File: src/rtl/pipeline_ctrl.sv
// pipeline_ctrl: central stall/flush scheduler for the 5-stage pipeline.
// Latency: o_stall is combinational from the requests. o_flush/o_newPc are valid
//   from the edge after an accepted flush request and are held FLUSH_CYCLES cycles.
// Backpressure: a MEM stall delays the start of a flush (the request is parked in a
//   one-deep pending slot, newest target wins) and freezes a flush already in progress.
// Ports:
//   clk, rst                        clock (rising edge), asynchronous active-high reset
//   i_idStallReq/i_exStallReq/
//   i_memStallReq                   level stall requests from ID, EX and MEM
//   i_flushReq, i_flushPc           one-cycle flush pulse and its redirect target
//   o_stall[5:0]                    per-stage hold vector {WB,MEM,EX,ID,IF,PC}
//   o_flush, o_newPc                pipeline-register clear and PC load value
//   o_wdogErr                       sticky stall watchdog expiry
//   o_stallCycles                   saturating count of cycles with any stage held
module pipeline_ctrl #(
  parameter int ADDR_W       = 32,
  parameter int FLUSH_CYCLES = 1,
  parameter int WDOG_LIMIT   = 1024,
  parameter int CNT_W        = 32
) (
  input  logic              clk,
  input  logic              rst,
  input  logic              i_idStallReq,
  input  logic              i_exStallReq,
  input  logic              i_memStallReq,
  input  logic              i_flushReq,
  input  logic [ADDR_W-1:0] i_flushPc,
  output logic [5:0]        o_stall,
  output logic              o_flush,
  output logic [ADDR_W-1:0] o_newPc,
  output logic              o_wdogErr,
  output logic [CNT_W-1:0]  o_stallCycles
);

  localparam logic [0:0] ST_RUN   = 1'b0;
  localparam logic [0:0] ST_FLUSH = 1'b1;

  localparam int              WD_W       = $clog2(WDOG_LIMIT + 1);
  localparam logic [3:0]      C_FLUSH    = 4'(FLUSH_CYCLES);
  localparam logic [WD_W-1:0] C_WD_LIMIT = WD_W'(WDOG_LIMIT);

  logic [0:0]        r_state;
  logic [3:0]        r_cnt;
  logic              r_pendVld;
  logic [ADDR_W-1:0] r_pendPc;
  logic              r_flush;
  logic [ADDR_W-1:0] r_newPc;
  logic              r_wdogErr;
  logic [WD_W-1:0]   r_wdog;
  logic [CNT_W-1:0]  r_stallCycles;
  logic              w_stalled;

  // MEM stalls hold everything up to MEM in both states; during a flush the
  // younger stages are being cleared anyway, so ID/EX requests are ignored.
  always_comb begin
    o_stall = 6'b000000;
    if (rst) begin
      o_stall = 6'b000000;
    end else if (i_memStallReq) begin
      o_stall = 6'b011111;
    end else if (r_state == ST_RUN) begin
      if (i_exStallReq)      o_stall = 6'b001111;
      else if (i_idStallReq) o_stall = 6'b000111;
    end
  end

  assign w_stalled = (o_stall != 6'b000000);

  always_ff @(posedge clk or posedge rst) begin
    if (rst) begin
      r_state   <= ST_RUN;
      r_cnt     <= 4'd0;
      r_pendVld <= 1'b0;
      r_pendPc  <= '0;
      r_flush   <= 1'b0;
      r_newPc   <= '0;
    end else begin
      case (r_state)
        ST_RUN: begin
          if (i_flushReq && !i_memStallReq) begin
            // A fresh request supersedes anything parked in the pending slot.
            r_state   <= ST_FLUSH;
            r_flush   <= 1'b1;
            r_newPc   <= i_flushPc;
            r_cnt     <= C_FLUSH;
            r_pendVld <= 1'b0;
          end else if (i_flushReq) begin
            r_pendVld <= 1'b1;
            r_pendPc  <= i_flushPc;
          end else if (r_pendVld && !i_memStallReq) begin
            r_state   <= ST_FLUSH;
            r_flush   <= 1'b1;
            r_newPc   <= r_pendPc;
            r_cnt     <= C_FLUSH;
            r_pendVld <= 1'b0;
          end
        end
        default: begin
          if (i_flushReq) begin
            r_newPc <= i_flushPc;
            r_cnt   <= C_FLUSH;
          end else if (!i_memStallReq) begin
            // Count only cycles where the clear actually propagates.
            r_cnt <= r_cnt - 4'd1;
            if (r_cnt == 4'd1) begin
              r_state <= ST_RUN;
              r_flush <= 1'b0;
            end
          end
        end
      endcase
    end
  end

  always_ff @(posedge clk or posedge rst) begin
    if (rst) begin
      r_wdog        <= '0;
      r_wdogErr     <= 1'b0;
      r_stallCycles <= '0;
    end else begin
      if (w_stalled) begin
        if (r_wdog != C_WD_LIMIT) r_wdog <= r_wdog + 1'b1;
        // This cycle is the WDOG_LIMIT-th consecutive stalled one.
        if (r_wdog >= C_WD_LIMIT - WD_W'(1)) r_wdogErr <= 1'b1;
        if (r_stallCycles != {CNT_W{1'b1}}) r_stallCycles <= r_stallCycles + 1'b1;
      end else begin
        r_wdog <= '0;
      end
    end
  end

  assign o_flush       = r_flush;
  assign o_newPc       = r_newPc;
  assign o_wdogErr     = r_wdogErr;
  assign o_stallCycles = r_stallCycles;

endmodule

File: config.mk
export PLATFORM = sky130hd
export DESIGN_NAME = pipeline_ctrl
export DESIGN_NICKNAME = d
export VERILOG_FILES = /design/src/rtl/pipeline_ctrl.sv
export SDC_FILE = /design/constraint.sdc
export NUM_CORES = 1
export LEC_CHECK = 0
export BUFFER_PORTS_ARGS = -buffer_cell sky130_fd_sc_hd__buf_2
export CAP_MARGIN = 20
export CORE_ASPECT_RATIO = 0.7
export CORE_UTILIZATION = 27
export CTS_BUF_LIST = sky130_fd_sc_hd__clkbuf_8
export DETAILED_ROUTE_END_ITERATION = 10
export SLEW_MARGIN = 20
export SYNTH_ARGS = -nofsm -noshare
export SYNTH_HDL_FRONTEND = slang
export SYNTH_SLANG_ARGS = --single-unit
File: constraint.sdc
create_clock -name clk -period 8.3 [get_ports clk]
set_input_delay 0.415 -clock clk [delete_from_list [all_inputs] [get_ports clk]]
set_output_delay 0.415 -clock clk [all_outputs]
set_load 0.02 [all_outputs]
Word-level counts from Yosys, hierarchy flattened --
Cells that the tools add are included.
Storage, ports and cells: bits in registers 115, word-level logic and storage cells 74, bits of input ports 38
Cells by class: bitwise operators 2, reduce and logical (&&, ||, !) cells 13, muxes and demuxes 35, equal/unequal tests 11, order comparisons 1, add/sub/neg operators 3
Operators with widths (count):
- $mux 32 | 5
- $add 32x1->32 const B | 1
- $mux 4 | 8
- $ne 32x32->1 const B | 1
- $mux 11 | 2
- $mux 1 | 17
- $add 11x1->11 const B | 1
- $ge 11x10->1 const B | 1
- $ne 11x11->1 const B | 1
- $mux 5 | 2
- $reduce_and 3->1 | 3
- $ne 2x1->1 const B | 3
- $ne 2x2->1 const B | 3
- $reduce_and 2->1 | 3
- $reduce_bool 3->1 | 2
- $reduce_bool 6->1 | 1
- $reduce_and 5->1 | 1
- $eq 4x1->1 const B | 1
- $sub 4x1->4 const B | 1
- $mux 3 | 1
- $ne 3x1->1 const B | 1
- $ne 3x3->1 const B | 1
- $logic_and 1x1->1 | 2
- $not 1->1 | 2
- $logic_not 1->1 | 1

Logic depth before layout (Yosys ltp) --
Gate-level depths: netlist (run 1).
depth in word-level cells 7, gate-level depth with buffers 8, gate-level depth less buffers 6

Worst setup path after synthesis (run 1) --
OpenSTA, ideal clock, no wires.
path type reg2reg, from reg r_stallCycles[0], in the netlist o_stallCycles[0], to reg r_stallCycles[1], in the netlist o_stallCycles[1], required time 8.175 ns, data arrival time 2.062 ns, setup slack 6.113 ns, buffers on the path 1, stages on the path, launching flop included 8, clock period less this slack 2.187 ns, library setup time 0.125 ns, cells stage by stage dfrtp_1 -> ha_1 -> buf_2 -> inv_1 -> nor4_4 -> nand4_1 -> nand2_1 -> mux2_2
On the way: longest elaborated chain between the ends 2
Ends and longest elaborated chain:
- from (decl) | line 50 | logic [CNT_W-1:0] r_stallCycles;
- from (signal assigned) | line 125 | if (r_stallCycles != {CNT_W{1'b1}}) r_stallCycles <= r_stallCycles + 1'b1;
- parallel branches: the longest is 2 deep, another holds $add 32x1->32
Parallel ways; which one is timed is not known. A chain may end at the register's enable or synchronous reset.

Worst setup path in the final report (run 1) --
Ends and elaborated chain as after synthesis.

==> metrics, run 1 <==
Pint 1.24 mW; area leader, netlist dfrtp_1; Ys Warns 0; CTS resizes 0; ant diodes 0; Critical Path Start Type flop; ranking of synthesized cells by area dfrtp_1, mux2_2, mux2i_1, xnor2_1, nand2_1; Yosys top cell area share between 50 and 60%; initial antenna violation count 0; leak pwr between 2 and 3 nW; GPL Wtd Cong between 0.7 and 0.8; vias in the first global route about 3600; Overall Global Routing Usage 12.0%; first-pass iteration count of the detailed router 4; Worst Path Required between 8 and 9 ns; type of the worst min-delay path input pin to asynchronous set/reset pin; IO Port Bufs between 100 and 150; via/cell ratio 4.36; Post-Syn Area approximately 5300 um^2; register area share after synthesis about 55%; first-pass GRT wire length 18600 um; Die H 119 um; total core area between 15000 and 20000 um^2; setup bufs post-CTS 0; total power 1.93 mW; post-route ant nets 0; share of cells above drive strength 1 31.9%; Switching Fraction a little over a third; clk sinks 115; Max Clock Freq between 0.4 and 0.5 GHz; clock latency on the worst-skew pair approximately 0.43 ns; root buffer cell clkbuf_8; TritonCTS clock tree done; Hold Slack ~0.09 ns; drt wl/cell 13.2 um; Chip Width 169 um; Max IR drop VDD 0.135 mV; post-synth net total between 500 and 600; register share of total power between 40% and 50%; period utilization around 30%; RSZ-0062 raised after global routing no; DPL Wire Length approximately 7600 um; CP Class flop to flop; # rows between 40 and 50; drt drc 0; status completed; measured slew at the worst slew-check pin between 0.9 and 1 ns; Initial Utilization 27.7%; GR Overflow Total 0; crit path DAT 2.78 ns; Yosys reg bits 115; clk slew on worst S/H paths 0.08 ns; Comb power frac 30.0%; final setup fails 0; CP endpoint kind flop; total number of vias 3720; I/O Pins 110; initial drt markers around 160; Synth Instances 470; Routed WL approximately 11000 um; count leader, synth dfrtp_1; CP max FO 9; final net count between 600 and 700; synthesized area per cell ~11 um^2; Hold Buf Count CTS 0; total CTS buffers 17; Rel. slew slack between 30% and 40%; final hold violation count 0; clock skew approximately 0.012 ns; setup_tns 0 ns; largest net degree at the start of global routing between 60 and 70; Max Root-Sink Buffers 2; Layout area overhead 22.2%; CTS H-tree depth 4; Synth cell types 39; min Tclk post-route roughly 2.5 ns; Most used DFF post-synth dfrtp_1; maxcap violations 0; Fillers around 2000; Reg2Reg Depth 6; Die ar. between 20000 and 25000 um^2; Post-synth top cells dfrtp_1, nand2_1, o21ai_0; clock network power share about a quarter; Switch Pwr between 600 and 700 uW; ys async rst share 100%; EDFF count, synth 0; Slew Viols, Final 0; PD cells about 300 nW/um^2
-- state kept, by name, summed over array words and instances (netlist names) --
signal	flops
r_wdog	11
r_cnt	4
o_flush	1
r_pendVld	1
r_pendPc	32
o_newPc	32
o_wdogErr	1
o_stallCycles	32
r_state	1
-- through the flow --
stage / setup slack (ns) / instance area, um^2 / std cells / util, %
after CTS: 5.87 / 6430 / 853 / 33.9
after global placement: 5.97 / 6040 / 821 / 31.8
after floorplan: 4.84 / 5260 / 470 / -
final: 5.85 / 6430 / 853 / 33.9
after global routing: 5.67 / 6430 / 853 / 33.9
after detailed placement: 5.89 / 6040 / 821 / 31.8
-- worst paths after layout --
kind	startpoint	endpoint	slack, ns
max	o_stallCycles[0]$_DFFE_PP0P_	o_stallCycles[1]$_DFFE_PP0P_	5.85
min	rst	o_stallCycles[4]$_DFFE_PP0P_	0.09
min reg2reg	o_newPc[24]$_DFFE_PP0P_	o_newPc[24]$_DFFE_PP0P_	0.47
min in group clk	i_flushPc[17]	r_pendPc[17]$_DFFE_PP0P_	0.22
max reg2reg	o_stallCycles[0]$_DFFE_PP0P_	o_stallCycles[1]$_DFFE_PP0P_	5.85
max in group asynchronous	rst	o_newPc[0]$_DFFE_PP0P_	6.92
-- cells in the final DEF (no fill, tap or decap), types with 2 or more instances in the layout --
| cell type | n |
|---|---|
| nor3_1 | 7 |
| xor2_1 | 13 |
| inv_6 | 3 |
| buf_4 | 3 |
| and2_1 | 2 |
| dfrtp_1 | 115 |
| nand2_1 | 54 |
| and3_1 | 10 |
| clkbuf_8 | 19 |
| a21oi_1 | 6 |
| mux2i_1 | 33 |
| o21ai_0 | 37 |
| inv_1 | 9 |
| and4_1 | 5 |
| nand3_1 | 21 |
| nand2b_1 | 3 |
| clkinv_4 | 4 |
| a31o_2 | 2 |
| nor2_1 | 26 |
| clkinvlp_4 | 4 |
| buf_2 | 108 |
| nor4_1 | 2 |
| nand4_1 | 18 |
| xnor2_1 | 27 |
| mux2_2 | 35 |
| ha_1 | 5 |
-- worst max-delay path: stages (launching register included) --
cell	delay [ns]
dfrtp_1	0.43
ha_1	0.39
inv_1	0.12
nor4_4	0.49
nand4_1	0.34
nand2_1	0.22
mux2_2	0.34
-- logic make-up (layout without fill, tap and decap cells) --
| family | after synthesis | count (layout) | share of synthesized area, % |
|---|---|---|---|
| AND/OR/NAND/NOR | 155 | 155 | 14.7 |
| flip-flops | 115 | 115 | 54.7 |
| buffers and inverters | 35 | 154 | 3.26 |
| adder cells (fa/ha/maj) | 5 | 5 | 1.19 |
| XOR/XNOR | 40 | 40 | 6.66 |
| other | 1 | 1 | 0.0712 |
| multiplexers | 68 | 68 | 13.8 |
| AO/OA/AOI/OAI | 51 | 51 | 5.68 |
-- layout make-up --
| class | instances | area [um^2] | share of cell area, % |
|---|---|---|---|
| inverter | 11 | 43.8 | 0.681 |
| tap | 264 | 330 | 5.14 |
| multi-input combinational | 320 | 2230 | 34.7 |
| timing repair buffer | 111 | 563 | 8.75 |
| sequential | 115 | 2880 | 44.7 |
| clock buffer | 19 | 262 | 4.07 |
| clock inverter | 13 | 126 | 1.96 |
-- power by group through the flow --
stage               Clock [mW]  Combinational (mW)  Sequential [mW]
finish                   0.509               0.580            0.845
detailed placement           0               0.591            0.856
global route             0.562               0.637            0.870
floorplan                    0               0.324            0.943
global placement             0               0.584            0.848
CTS                      0.535               0.592            0.845
-- layer usage --
metal  track usage (%)  vias to the layer above  share of wire [%]
met2              17.7                       64                 44
met5                 0                        -                  0
met4              5.28                        0                1.4
met1              16.2                     1806                 51
met3              3.46                       10                4.0
li1                  -                     1840                  -
Power figures use the tool's default switching activity.
==> run 2, diff against run 1 <==
==> constraint.sdc (replaced) <==
create_clock -name clk -period 2.55 [get_ports clk]
set_input_delay 0.1275 -clock clk [delete_from_list [all_inputs] [get_ports clk]]
set_output_delay 0.1275 -clock clk [all_outputs]
set_load 0.02 [all_outputs]
==> run 2 against run 1 <==
- first-iteration DRC count grew 11%
- die area is the same
- worst setup slack lost 5.4 ns
- via count grew 5.1%
- design area grew 7.9%
- final cell count grew 4.9%
- critical path type is now flop to output pin
- non-clock buffer count grew 42
- combinational power grew to 3.4 times the previous value
- critical endpoint is now o_stall[1]
- clock-buffer cell count shrank 2
==> metrics, run 2 (same netlist as run 1, synthesis figures left out) <==
status completed; TritonCTS clock tree done; CTS H-tree depth 4; GPL Wtd Cong 0.753; RSZ-0062 raised after global routing no; met2 usage between 10% and 20%; Die ar. between 20000 and 25000 um^2; r2r startpoint r_state$_DFF_PP0_; hold_sp i_memStallReq; min Tclk post-route roughly 2.1 ns; CP Class flop to output pin; clock latency on the worst-skew pair approximately 0.44 ns; vias in the first global route between 3000 and 4000; I/O Pins 110; total number of vias slightly below 4000; IO Port Bufs approximately 110; Comb power frac 29.5%; most common cell after layout, fill and taps aside dfrtp_1; Max IR drop VDD ~0.5 mV; Layout area overhead 31.9%; clk sinks 115; worst min-delay path endpoint r_pendVld$_DFFE_PP0P_; final hold violation count 0; setup_tns 0 ns; Switch Pwr 2.30 mW; leak pwr between 3 and 4 nW; Die H between 100 and 150 um; Pint 4.44 mW; root buffer cell clkbuf_8; maxcap violations 0; # rows 42; crit path DAT 1.97 ns; Critical Path Start Type flop; drt drc 0; initial drt markers between 150 and 200; Util after Layout between 30% and 40%; clock network power share between 20% and 30%; share of cells above drive strength 1 30.9%; Hold Buf Count CTS 34; type of the worst min-delay path input pin to flop; CP endpoint kind output pin; post-route ant nets 0; Max Root-Sink Buffers 2; Switching Fraction between 30 and 40%; via/cell ratio 4.37; period utilization between 80% and 90%; GR Overflow Total 0; largest net degree at the start of global routing 65; Chip Width ~170 um; total CTS buffers 17; met3 Use GR about 4.4%; ant diodes 0; CP max FO 14; Overall Global Routing Usage about 13%; first-pass GRT wire length about 20000 um; Slew Viols, Final 0; most frequent cells in the layout dfrtp_1, buf_2, nand2_1, o21ai_0, mux2_2; Hold Slack 0.110 ns; final setup fails 0; GR Layer Usage met1 17.5%; Routed WL 12000 um; Initial Utilization 27.7%; Reg2Reg Depth 6; DPL Wire Length between 7000 and 8000 um; drt wl/cell 13.4 um; design area 6940 um^2; Max Clock Freq ~0.48 GHz; total power slightly below 7 mW; Worst Path Required 2.42 ns; Post-DP Area 6140 um^2; clock skew roughly 0.018 ns; initial antenna violation count 0; setup bufs post-CTS 0; final net count around 660; clk slew on worst S/H paths approximately 0.07 ns; setup slack, reg-to-reg 0.52 ns; first-pass iteration count of the detailed router 4; register share of total power just over 40%; PD cells about 970 nW/um^2; CTS resizes 0; total core area ~19000 um^2; Worst R2R End o_stallCycles[22]$_DFFE_PP0P_; GR peak layer met2; worst hold path stage count 3
[run 2: cell count changes in the layout (fill, tap and decap cells not counted), sizes merged]
cell	delta
clkinv	-1
clkinvlp	-1
buf	+8
dlygate4sd3	+34
bufinv	+4
clkbuf	-2
[run 2: cell type report]
cell class                 instances  area, um^2
tap                              264         330
multi-input combinational        320        2220
sequential                       115        2880
fill                            1918       12000
inverter                          11        45.0
clock inverter                    15         230
clock buffer                      17         234
timing repair buffer             153        1000
[run 2: how the worst max path moves through the flow]
stage | start | end | depth (start not counted)
after floorplan | o_stallCycles[0]$_DFFE_PP0P_ | o_stallCycles[1]$_DFFE_PP0P_ | 7
after global placement | r_state$_DFF_PP0_ | o_stallCycles[22]$_DFFE_PP0P_ | 6
after detailed placement | r_state$_DFF_PP0_ | o_stallCycles[22]$_DFFE_PP0P_ | 6
after CTS | r_state$_DFF_PP0_ | o_stall[1] | 4
after global routing | r_state$_DFF_PP0_ | o_stall[1] | 4
final | r_state$_DFF_PP0_ | o_stall[1] | 4
[run 2: power by group through the flow]
stage	Combinational (mW)	Clock, mW	Sequential [mW]
final	1.99	2.00	2.76
after global routing	2.20	2.14	2.84
after CTS	2.02	2.07	2.75
after detailed placement	1.97	0	2.78
after global placement	1.96	0	2.76
after floorplan	1.06	0	3.07
[run 2: through the flow]
step,std cells,setup WS [ns]
after floorplan,470,0.363
after global placement,829,0.538
after detailed placement,829,0.506
after CTS,895,0.413
after global routing,895,0.319
final,895,0.448
[run 2: critical path, cell delays in order (launching register included)]
cell and delay (ns):
dfrtp_1 0.47, nor2b_4 0.17, or3_4 0.44, inv_2 0.24, buf_2 0.22
[run 2: per-layer routing]
layer / vias up / part of all wire, % / wire (um)
met1: 1893 / 50 / 5970
met3: 5 / 5.0 / 606
met2: 86 / 44 / 5320
met5: - / 0 / 0
met4: 0 / 0.83 / 100
li1: 1927 / - / -
